===== config.mk =====
export PLATFORM = sky130hd
export DESIGN_NAME = hex_display_scheduler
export DESIGN_NICKNAME = d
export VERILOG_FILES = /design/src/rtl/hex_display_scheduler_pkg.sv /design/src/rtl/hex_display_scheduler_decoder.sv /design/src/rtl/hex_display_scheduler.sv
export SDC_FILE = /design/constraint.sdc
export NUM_CORES = 1
export LEC_CHECK = 0
export ABC_AREA = 1
export CAP_MARGIN = 20
export CORE_ASPECT_RATIO = 0.75
export CORE_MARGIN = 2
export CORE_UTILIZATION = 40
export DETAILED_ROUTE_END_ITERATION = 10
export GPL_TIMING_DRIVEN = 0
export PLACE_DENSITY = 0.63
export SLEW_MARGIN = 20
export SYNTH_ARGS = -nofsm -noshare
export SYNTH_HDL_FRONTEND = slang
export SYNTH_SLANG_ARGS = --single-unit

===== constraint.sdc =====
create_clock -name clk -period 2.8 [get_ports clk]
set_input_delay 0.56 -clock clk [delete_from_list [all_inputs] [get_ports clk]]
set_output_delay 0.56 -clock clk [all_outputs]
set_load 0.005 [all_outputs]

===== src/rtl/hex_display_scheduler_pkg.sv =====
`default_nettype none
// ============================================================================
// Module : hex_disp_pkg
// Desc   : Shared state/source encodings and segment constants for the
//          HEX display scheduler.
// Rev    : 1.0
// ============================================================================
package hex_disp_pkg;

    typedef enum logic [1:0] {
        IDLE = 2'd0,
        LOAD = 2'd1,
        SCAN = 2'd2,
        HOLD = 2'd3
    } state_t;

    typedef enum logic {
        SRC_VAL = 1'b0,
        SRC_MSG = 1'b1
    } src_t;

    // Active-low segments: all ones is a dark digit.
    localparam logic [6:0] SEG_BLANK = 7'h7F;

endpackage
`default_nettype wire


===== src/rtl/hex_display_scheduler_decoder.sv =====
`default_nettype none
// ============================================================================
// Module : hex_display_scheduler_decoder
// Desc   : Combinational hex nibble to active-low 7-segment (bit6=g..bit0=a).
// Rev    : 1.0
// ============================================================================
module hex_display_scheduler_decoder
    import hex_disp_pkg::*;
(
    input  logic [3:0] i_nibble,
    output logic [6:0] o_seg
);

    always_comb begin
        o_seg = SEG_BLANK;
        case (i_nibble)
            4'h0: o_seg = 7'b1000000;
            4'h1: o_seg = 7'b1111001;
            4'h2: o_seg = 7'b0100100;
            4'h3: o_seg = 7'b0110000;
            4'h4: o_seg = 7'b0011001;
            4'h5: o_seg = 7'b0010010;
            4'h6: o_seg = 7'b0000010;
            4'h7: o_seg = 7'b1111000;
            4'h8: o_seg = 7'b0000000;
            4'h9: o_seg = 7'b0010000;
            4'hA: o_seg = 7'b0001000;
            4'hB: o_seg = 7'b0000011;
            4'hC: o_seg = 7'b1000110;
            4'hD: o_seg = 7'b0100001;
            4'hE: o_seg = 7'b0000110;
            4'hF: o_seg = 7'b0001110;
            default: o_seg = SEG_BLANK;
        endcase
    end

endmodule
`default_nettype wire


===== src/rtl/hex_display_scheduler.sv =====
`default_nettype none
// ============================================================================
// Module : hex_display_scheduler
// Desc   : Arbitrates value/message requesters and time-shares one segment
//          decoder across NUM_DIGITS held HEX digits, with blink gating.
// Rev    : 1.0
// ============================================================================
module hex_display_scheduler
    import hex_disp_pkg::*;
#(
    parameter int NUM_DIGITS   = 4,
    parameter int HOLD_CYCLES  = 50_000_000,
    parameter int BLINK_CYCLES = 25_000_000
) (
    input  logic                      clk,
    input  logic                      rst_n,
    input  logic                      val_req,
    input  logic [4*NUM_DIGITS-1:0]   val_data,
    output logic                      val_ack,
    input  logic                      msg_req,
    input  logic [4*NUM_DIGITS-1:0]   msg_data,
    output logic                      msg_ack,
    input  logic                      blank_lz,
    input  logic                      blink_en,
    output logic                      busy,
    output logic [7*NUM_DIGITS-1:0]   hex_out
);

    localparam int c_idx_w   = (NUM_DIGITS > 1) ? $clog2(NUM_DIGITS) : 1;
    localparam int c_hold_w  = $clog2(HOLD_CYCLES + 1);
    localparam int c_blink_w = $clog2(BLINK_CYCLES + 1);

    localparam logic [c_idx_w-1:0]   c_idx_last   = c_idx_w'(NUM_DIGITS - 1);
    localparam logic [c_hold_w-1:0]  c_hold_last  = c_hold_w'(HOLD_CYCLES - 1);
    localparam logic [c_blink_w-1:0] c_blink_last = c_blink_w'(BLINK_CYCLES - 1);

    state_t                 r_state;
    state_t                 w_state_nxt;
    src_t                   r_src;
    src_t                   w_src_nxt;
    logic [3:0]             r_shadow [NUM_DIGITS];
    logic [6:0]             r_hex    [NUM_DIGITS];
    logic [c_idx_w-1:0]     r_idx;
    logic                   r_lz;
    logic [c_hold_w-1:0]    r_hold_cnt;
    logic [c_blink_w-1:0]   r_blink_cnt;
    logic                   r_blink_off;

    logic [4*NUM_DIGITS-1:0] w_load_data;
    logic [3:0]              w_nibble;
    logic [6:0]              w_seg;
    logic [6:0]              w_seg_wr;
    logic                    w_blank;

    // ------------------------------------------------------------------
    // Arbiter / sequencer
    // ------------------------------------------------------------------
    always_ff @(posedge clk or negedge rst_n) begin
        if (!rst_n) begin
            r_state <= IDLE;
            r_src   <= SRC_VAL;
        end else begin
            r_state <= w_state_nxt;
            r_src   <= w_src_nxt;
        end
    end

    always_comb begin
        w_state_nxt = r_state;
        w_src_nxt   = r_src;
        val_ack     = 1'b0;
        msg_ack     = 1'b0;
        busy        = (r_state != IDLE);
        unique case (r_state)
            IDLE: begin
                if (msg_req) begin
                    w_state_nxt = LOAD;
                    w_src_nxt   = SRC_MSG;
                end else if (val_req) begin
                    w_state_nxt = LOAD;
                    w_src_nxt   = SRC_VAL;
                end
            end
            LOAD: begin
                val_ack     = (r_src == SRC_VAL);
                msg_ack     = (r_src == SRC_MSG);
                w_state_nxt = SCAN;
            end
            SCAN: begin
                if (r_idx == '0)
                    w_state_nxt = (r_src == SRC_MSG) ? HOLD : IDLE;
            end
            HOLD: begin
                // A fresh message preempts the lock; values wait it out.
                if (msg_req) begin
                    w_state_nxt = LOAD;
                    w_src_nxt   = SRC_MSG;
                end else if (r_hold_cnt == c_hold_last) begin
                    w_state_nxt = IDLE;
                end
            end
            default: w_state_nxt = IDLE;
        endcase
    end

    // ------------------------------------------------------------------
    // Shared decoder and scan datapath
    // ------------------------------------------------------------------
    assign w_load_data = (r_src == SRC_MSG) ? msg_data : val_data;
    assign w_nibble    = r_shadow[r_idx];

    hex_display_scheduler_decoder u_segment_decoder (
        .i_nibble (w_nibble),
        .o_seg    (w_seg)
    );

    // Leading-zero blanking applies only to values and never to digit 0.
    assign w_seg_wr = ((r_src == SRC_VAL) && r_lz && (w_nibble == 4'h0) && (r_idx != '0))
                    ? SEG_BLANK : w_seg;

    always_ff @(posedge clk or negedge rst_n) begin
        if (!rst_n) begin
            for (int i = 0; i < NUM_DIGITS; i++) begin
                r_shadow[i] <= 4'h0;
                r_hex[i]    <= SEG_BLANK;
            end
            r_idx      <= '0;
            r_lz       <= 1'b0;
            r_hold_cnt <= '0;
        end else begin
            unique case (r_state)
                LOAD: begin
                    for (int i = 0; i < NUM_DIGITS; i++)
                        r_shadow[i] <= w_load_data[i*4 +: 4];
                    r_idx <= c_idx_last;
                    r_lz  <= blank_lz;
                end
                SCAN: begin
                    for (int i = 0; i < NUM_DIGITS; i++)
                        if (r_idx == c_idx_w'(i))
                            r_hex[i] <= w_seg_wr;
                    if (w_nibble != 4'h0)
                        r_lz <= 1'b0;
                    r_idx      <= r_idx - 1'b1;
                    r_hold_cnt <= '0;
                end
                HOLD: begin
                    r_hold_cnt <= r_hold_cnt + 1'b1;
                end
                default: ;
            endcase
        end
    end

    // ------------------------------------------------------------------
    // Blink phase and output gating
    // ------------------------------------------------------------------
    always_ff @(posedge clk or negedge rst_n) begin
        if (!rst_n) begin
            r_blink_cnt <= '0;
            r_blink_off <= 1'b0;
        end else if (r_blink_cnt == c_blink_last) begin
            r_blink_cnt <= '0;
            r_blink_off <= ~r_blink_off;
        end else begin
            r_blink_cnt <= r_blink_cnt + 1'b1;
        end
    end

    assign w_blank = blink_en & r_blink_off;

    for (genvar g = 0; g < NUM_DIGITS; g++) begin : g_digit_out
        assign hex_out[g*7 +: 7] = r_hex[g] | {7{w_blank}};
    end

endmodule
`default_nettype wire


; ---- Yosys cells after proc, flatten, opt, wreduce, memory -nomap -nowiden
; Memories as Yosys holds them, arrays and structs flattened.
; Cells that the tools add are included.
[word_totals]
ram_bits = 0
output_inout_bits = 31
regBits = 102
elab_cells = 83
memories = 1
latchBits = 0
rom_bits = 112
[classes]
bitwise = 8
multipliers = 0
n_mux = 23
order_cmp = 1
eq_ne = 13
shifts = 0
n_reduce_logical = 19
n_addsub = 3
div_mod_pow = 0
[mem_list]
columns = memory, words, word_bits, rd, rd_clocked_by_memory_dff, write_ports, line
row1 = (no name shown), 16, 7, 1, 0, 0, hex_display_scheduler_decoder.sv:16  ; case (i_nibble)
[op_table]
columns = operator, count
row1 = $pmux W26 S2, 1
row2 = $or A7 B7 Y7, 4
row3 = $add A26 B1 Y26 const B, 1
row4 = $eq A26 B26 Y1 const B, 1
row5 = $add A25 B1 Y25 const B, 1
row6 = $eq A25 B25 Y1 const B, 1
row7 = $mux W25, 1
row8 = $mux W16, 1
row9 = $mux W2, 6
row10 = $reduce_and A2 Y1, 5
row11 = $reduce_bool A2 Y1, 5
row12 = $bmux W4 S2, 1
row13 = $eq A2 B2 Y1 const B, 4
row14 = $mux W4, 2
row15 = $pmux W2 S4, 1
row16 = $mux W7, 1
row17 = $mux W1, 6
row18 = $ne A2 B2 Y1 const B, 3
row19 = $ne A3 B3 Y1 const B, 2
row20 = $reduce_and A3 Y1, 2
row21 = $eq A2 B1 Y1 const B, 2
row22 = $logic_not A2 Y1, 2
row23 = $logic_not A4 Y1, 1
row24 = $pmux W1 S2, 2
row25 = 8 further kinds, 11

; ---- Depth between registers and ports, before layout
[depth]
depth_word = 8
mapped_depth = 14
ltp_nobuf = 12

; ---- Modules after synthesis
; A second synthesis with hierarchy kept.
[hier_totals]
hier_cells = 886
hier_area_um2 = 6087.1
[modules_own_cells]
columns = mod, cells_per_inst, area_per_inst_um2, seq_area_each_um2, n_inst
row1 = hex_display_scheduler, 837, 5813.1, 2587.5, 1
row2 = hex_display_scheduler_decoder, 49, 274.0, 0.0, 1

; ---- Worst setup path after synthesis
; No wires, ideal clock.
[synth_path]
kind = register to output
start = register r_state[1]
end = output port val_ack
stages_incl_launch_ff = 6
n_path_buf = 1
required_ns = 2.240
path_slack_ns = 0.812
arrival_time_ns = 1.428
path_cell_list = dfrtp_1 > inv_1 > ha_1 > clkinv_1 > nor2_1 > buf_2
[synth_between]
elab_chain_cells = 2
[synth_lines]
columns = item, line
row1 = from (decl), hex_display_scheduler.sv:37  ; state_t r_state;
row2 = from (signal assigned), hex_display_scheduler.sv:63  ; r_state <= w_state_nxt;
row3 = $eq A2 B1 Y1, hex_display_scheduler.sv:74  ; unique case (r_state)
row4 = $mux W1, hex_display_scheduler.sv:74
row5 = to (decl), hex_display_scheduler.sv:19  ; output logic val_ack,
; Every way passes these cells.

; ---- Worst setup path in the final report
; Same ends and word-level chain as after synthesis.

==> metrics.csv <==
stage,metric,value,unit
final_layout,stdcell_count,1139,
global_route,globalRouteMet2Util,25.6,%
timing,finalSetupViolCount,0,
status,outcome,finished clean,
power_and_ir_drop,powerDensity,930,nW/um2
floorplan,pin_count,69,
power_and_ir_drop,p_leak,3.65,nW
clocking,insertion_delay,0.35,ns
placed_design,gp_congestion,0.915,
yosys,synth.area.top_cells,"dfrtp_1, nand2_1, dfstp_2",
floorplan,rows,38,
final_layout,n_fill_cell,1449,
timing,layout_min_cycle_time,2.67,ns
yosys,synth_edf_count,0,
timing,fmax,375,MHz
global_route,overflow,0,
clocking,cts_hold_buf,0,
floorplan,dieArea,16100,um2
yosys,synth_nets,909,
final_layout,nets,989,
yosys,netlist_instances,854,
yosys,synth.most_common_cell,nand2_1,
detailed_routing,wl_per_cell,13.2,um
detailed_routing,finalWirelength,15100,um
yosys,synth_area_leader_cell,dfrtp_1,
global_route,grt_pass1_vias,4999,
clocking,cts-root-buf,clkbuf_16,
detailed_routing,firstDrtPassIters,5,
detailed_routing,first_iter_violations,447,
yosys,synthSimpleGateAreaFrac,39.4,%
timing,clock-skew-final,0.00687,ns
yosys,synth_top_family_by_area,simple AND/OR/NAND/NOR gates,
critical_path,required,2.24,ns
yosys,netlist-cell-type-count,39,
floorplan,core_area,14600,um2
yosys,synth_ff_type,dfrtp_1,
final_layout,drive_gt1_share,9.05,%
clocking,clk_pin_slew_worst_paths,0.07,ns
timing,post-route-period-util,95.4,%
placed_design,hpwl,11400,um
yosys,synthArstFlopShare,100,%
floorplan,start_util,41.4,%
clocking,cts_buffers,9,
yosys,ys_ff_latch,102,
floorplan,dieHeight,110,um
global_route,use_met1,31.3,%
timing,tightest_slew,0.602,ns
yosys,ys_seq_area_share,42.8,%
final_layout,diodes,0,
worst_hold_path,min_path_type,primary input to async pin,
global_route,grt_usage,19.6,%
yosys,synthXorXnorAreaFrac,1.74,%
timing,tns,0,ns
global_route,grt_max_degree,53,
flow_run,drv_cap,0,
global_route,grt_pass1_wl,25500,um
yosys,synth_compound_area_share,3.87,%
detailed_routing,ant_nets,0,
timing,slew_violations,0,
placed_design,port_buffers,68,
global_route,antenna_found_initial,0,
critical_path,critical_path_class,flop to output port,
yosys,muxShareOfSynthArea,0,%
clocking,ctsHtreeMaxLevel,3,
yosys,yosysWarningCount,0,
clocking,cts.sinks,102,
yosys,synth_adder_area_share,3.52,%
placed_design,dp.cells,1123,
yosys,synth_top_cell_area_share,30.7,%
detailed_routing,vias_per_cell,4.83,
global_route,grt-busiest-layer,met1,
critical_path,critPathMaxFanout,10,
timing,max_slew_margin,59.7,%
critical_path,end_kind,output port,
timing,hold_viol,0,
clocking,cts_tree,yes,
yosys,syn_area_per_cell,7.07,um2
global_route,grt_use_met3,5.87,%
power_and_ir_drop,max-vdd-ir-drop,0.374,mV
yosys,netlist_top_cells_count,"nand2_1, inv_1, nor2_1, nand3_1, dfrtp_1",
clocking,cts_buffer_depth,2,
yosys,syn_area,6040,um2
timing,rsz0062_at_grt,no,
power_and_ir_drop,total_power,6.88,mW
critical_path,cp-start-kind,flop,
detailed_routing,drc,0,
critical_path,cp.arrival,2.11,ns
floorplan,die-width,146,um
detailed_routing,vias,5506,
final_layout,area_growth,22.5,%
## repair_timing
item                                   4_1_cts  5_1_grt
setup endpoints to repair                    3       12
pin swaps                                    1        0
resized for setup                            6        5
endpoints found under the hold margin        0        0
setup buffers                                1        0
## area by class of cell
cell class,count,area (um2),area share (%)
buffer,13,83.8,1.13
clock buffer,10,229,3.10
clock inverter,6,134,1.81
inverter,115,443,5.99
multi-input combinational,623,2950,39.9
sequential,102,2590,35.0
tap,200,250,3.38
timing repair buffer,70,717,9.69
## path summary, 6_finish.rpt
| check | endpoint | from | cells past startpoint | slack [ns] |
|---|---|---|---|---|
| max | val_ack | r_state[1]$_DFFE_PN0P_ | 6 | 0.13 |
| min | r_shadow[11]$_DFFE_PN0P_ | rst_n | 1 | 0.15 |
| max reg2reg | r_hold_cnt[25]$_DFFE_PN0P_ | r_state[0]$_DFFE_PN0P_ | 11 | 0.55 |
| min reg2reg | r_hex[16]$_DFFE_PN1P_ | r_hex[16]$_DFFE_PN1P_ | 2 | 0.47 |
| max in group asynchronous | r_hex[5]$_DFFE_PN1P_ | rst_n | 2 | 1.98 |
| min in group clk | r_hex[16]$_DFFE_PN1P_ | r_hex[16]$_DFFE_PN1P_ | 2 | 0.47 |
## cells by family after synthesis
group           Yosys count
compound gates           41
xor+xnor                 12
fa+ha+maj                17
buf+inv                 129
flops                   102
simple gates            553
## stage by stage
step	hold slack, ns	utilization, %	area, um2	setup slack [ns]
6_report	0.151	50.7	7400	0.130
5_1_grt	0.172	50.7	7400	0.00288
3_3_place_gp	0.455	47.8	6970	-2.86
3_5_place_dp	0.458	48.0	7000	-0.272
4_1_cts	0.161	50.6	7380	0.00727
2_1_floorplan	0.264	-	6040	0.812
## sequential cells by signal (all words and copies together) (netlist names)
signal and flops:
r_hex 28, r_hold_cnt 26, r_blink_cnt 25, r_shadow 16, r_idx 2, r_state 2, r_blink_off 1, r_lz 1
r_src 1
## where the power goes
group / leakage, nW / total (mW) / switching (mW) / internal [mW]
Combinational: 2.20 / 3.20 / 1.98 / 1.23
Clock: 0.177 / 1.53 / 0.561 / 0.964
Sequential: 1.27 / 2.15 / 0.243 / 1.91
## routing by layer
layer  up-vias  part of all wire (%)  wire length (um)
li1       2833                     -                 -
met1      2469                    54              8160
met2       198                    37              5640
met3         6                   7.8              1180
met4         0                  0.51                77
met5         -                     0                 0
## worst max-delay path, stage by stage, from the launching register on
cell and delay [ns]:
dfrtp_1 0.43, inv_2 0.13, ha_4 0.19, clkinv_4 0.11
nor2_4 0.14, buf_2 0.21, clkdlybuf4s50_1 0.54
## placed cells by master, fill, tap and decap left out, types with 3 or more instances in the layout
master	Yosys	final
clkbuf_1	6	4
ha_1	17	16
a21oi_1	5	5
o21ai_0	22	22
dfstp_2	28	28
nand3_2	4	4
nand2_4	3	3
inv_1	109	108
a31oi_1	5	5
nand3_1	79	79
nand4_1	13	13
clkdlybuf4s50_1	0	67
dfrtp_1	74	74
inv_2	3	4
buf_2	5	5
nand2_1	329	329
nor2_1	84	83
buf_6	2	3
nor3_1	22	22
xor2_1	10	10
a22oi_1	3	3
nand2_2	6	6
clkbuf_16	0	9
bufinv_16	0	4
Note: power is estimated with default switching activity, not from simulation.
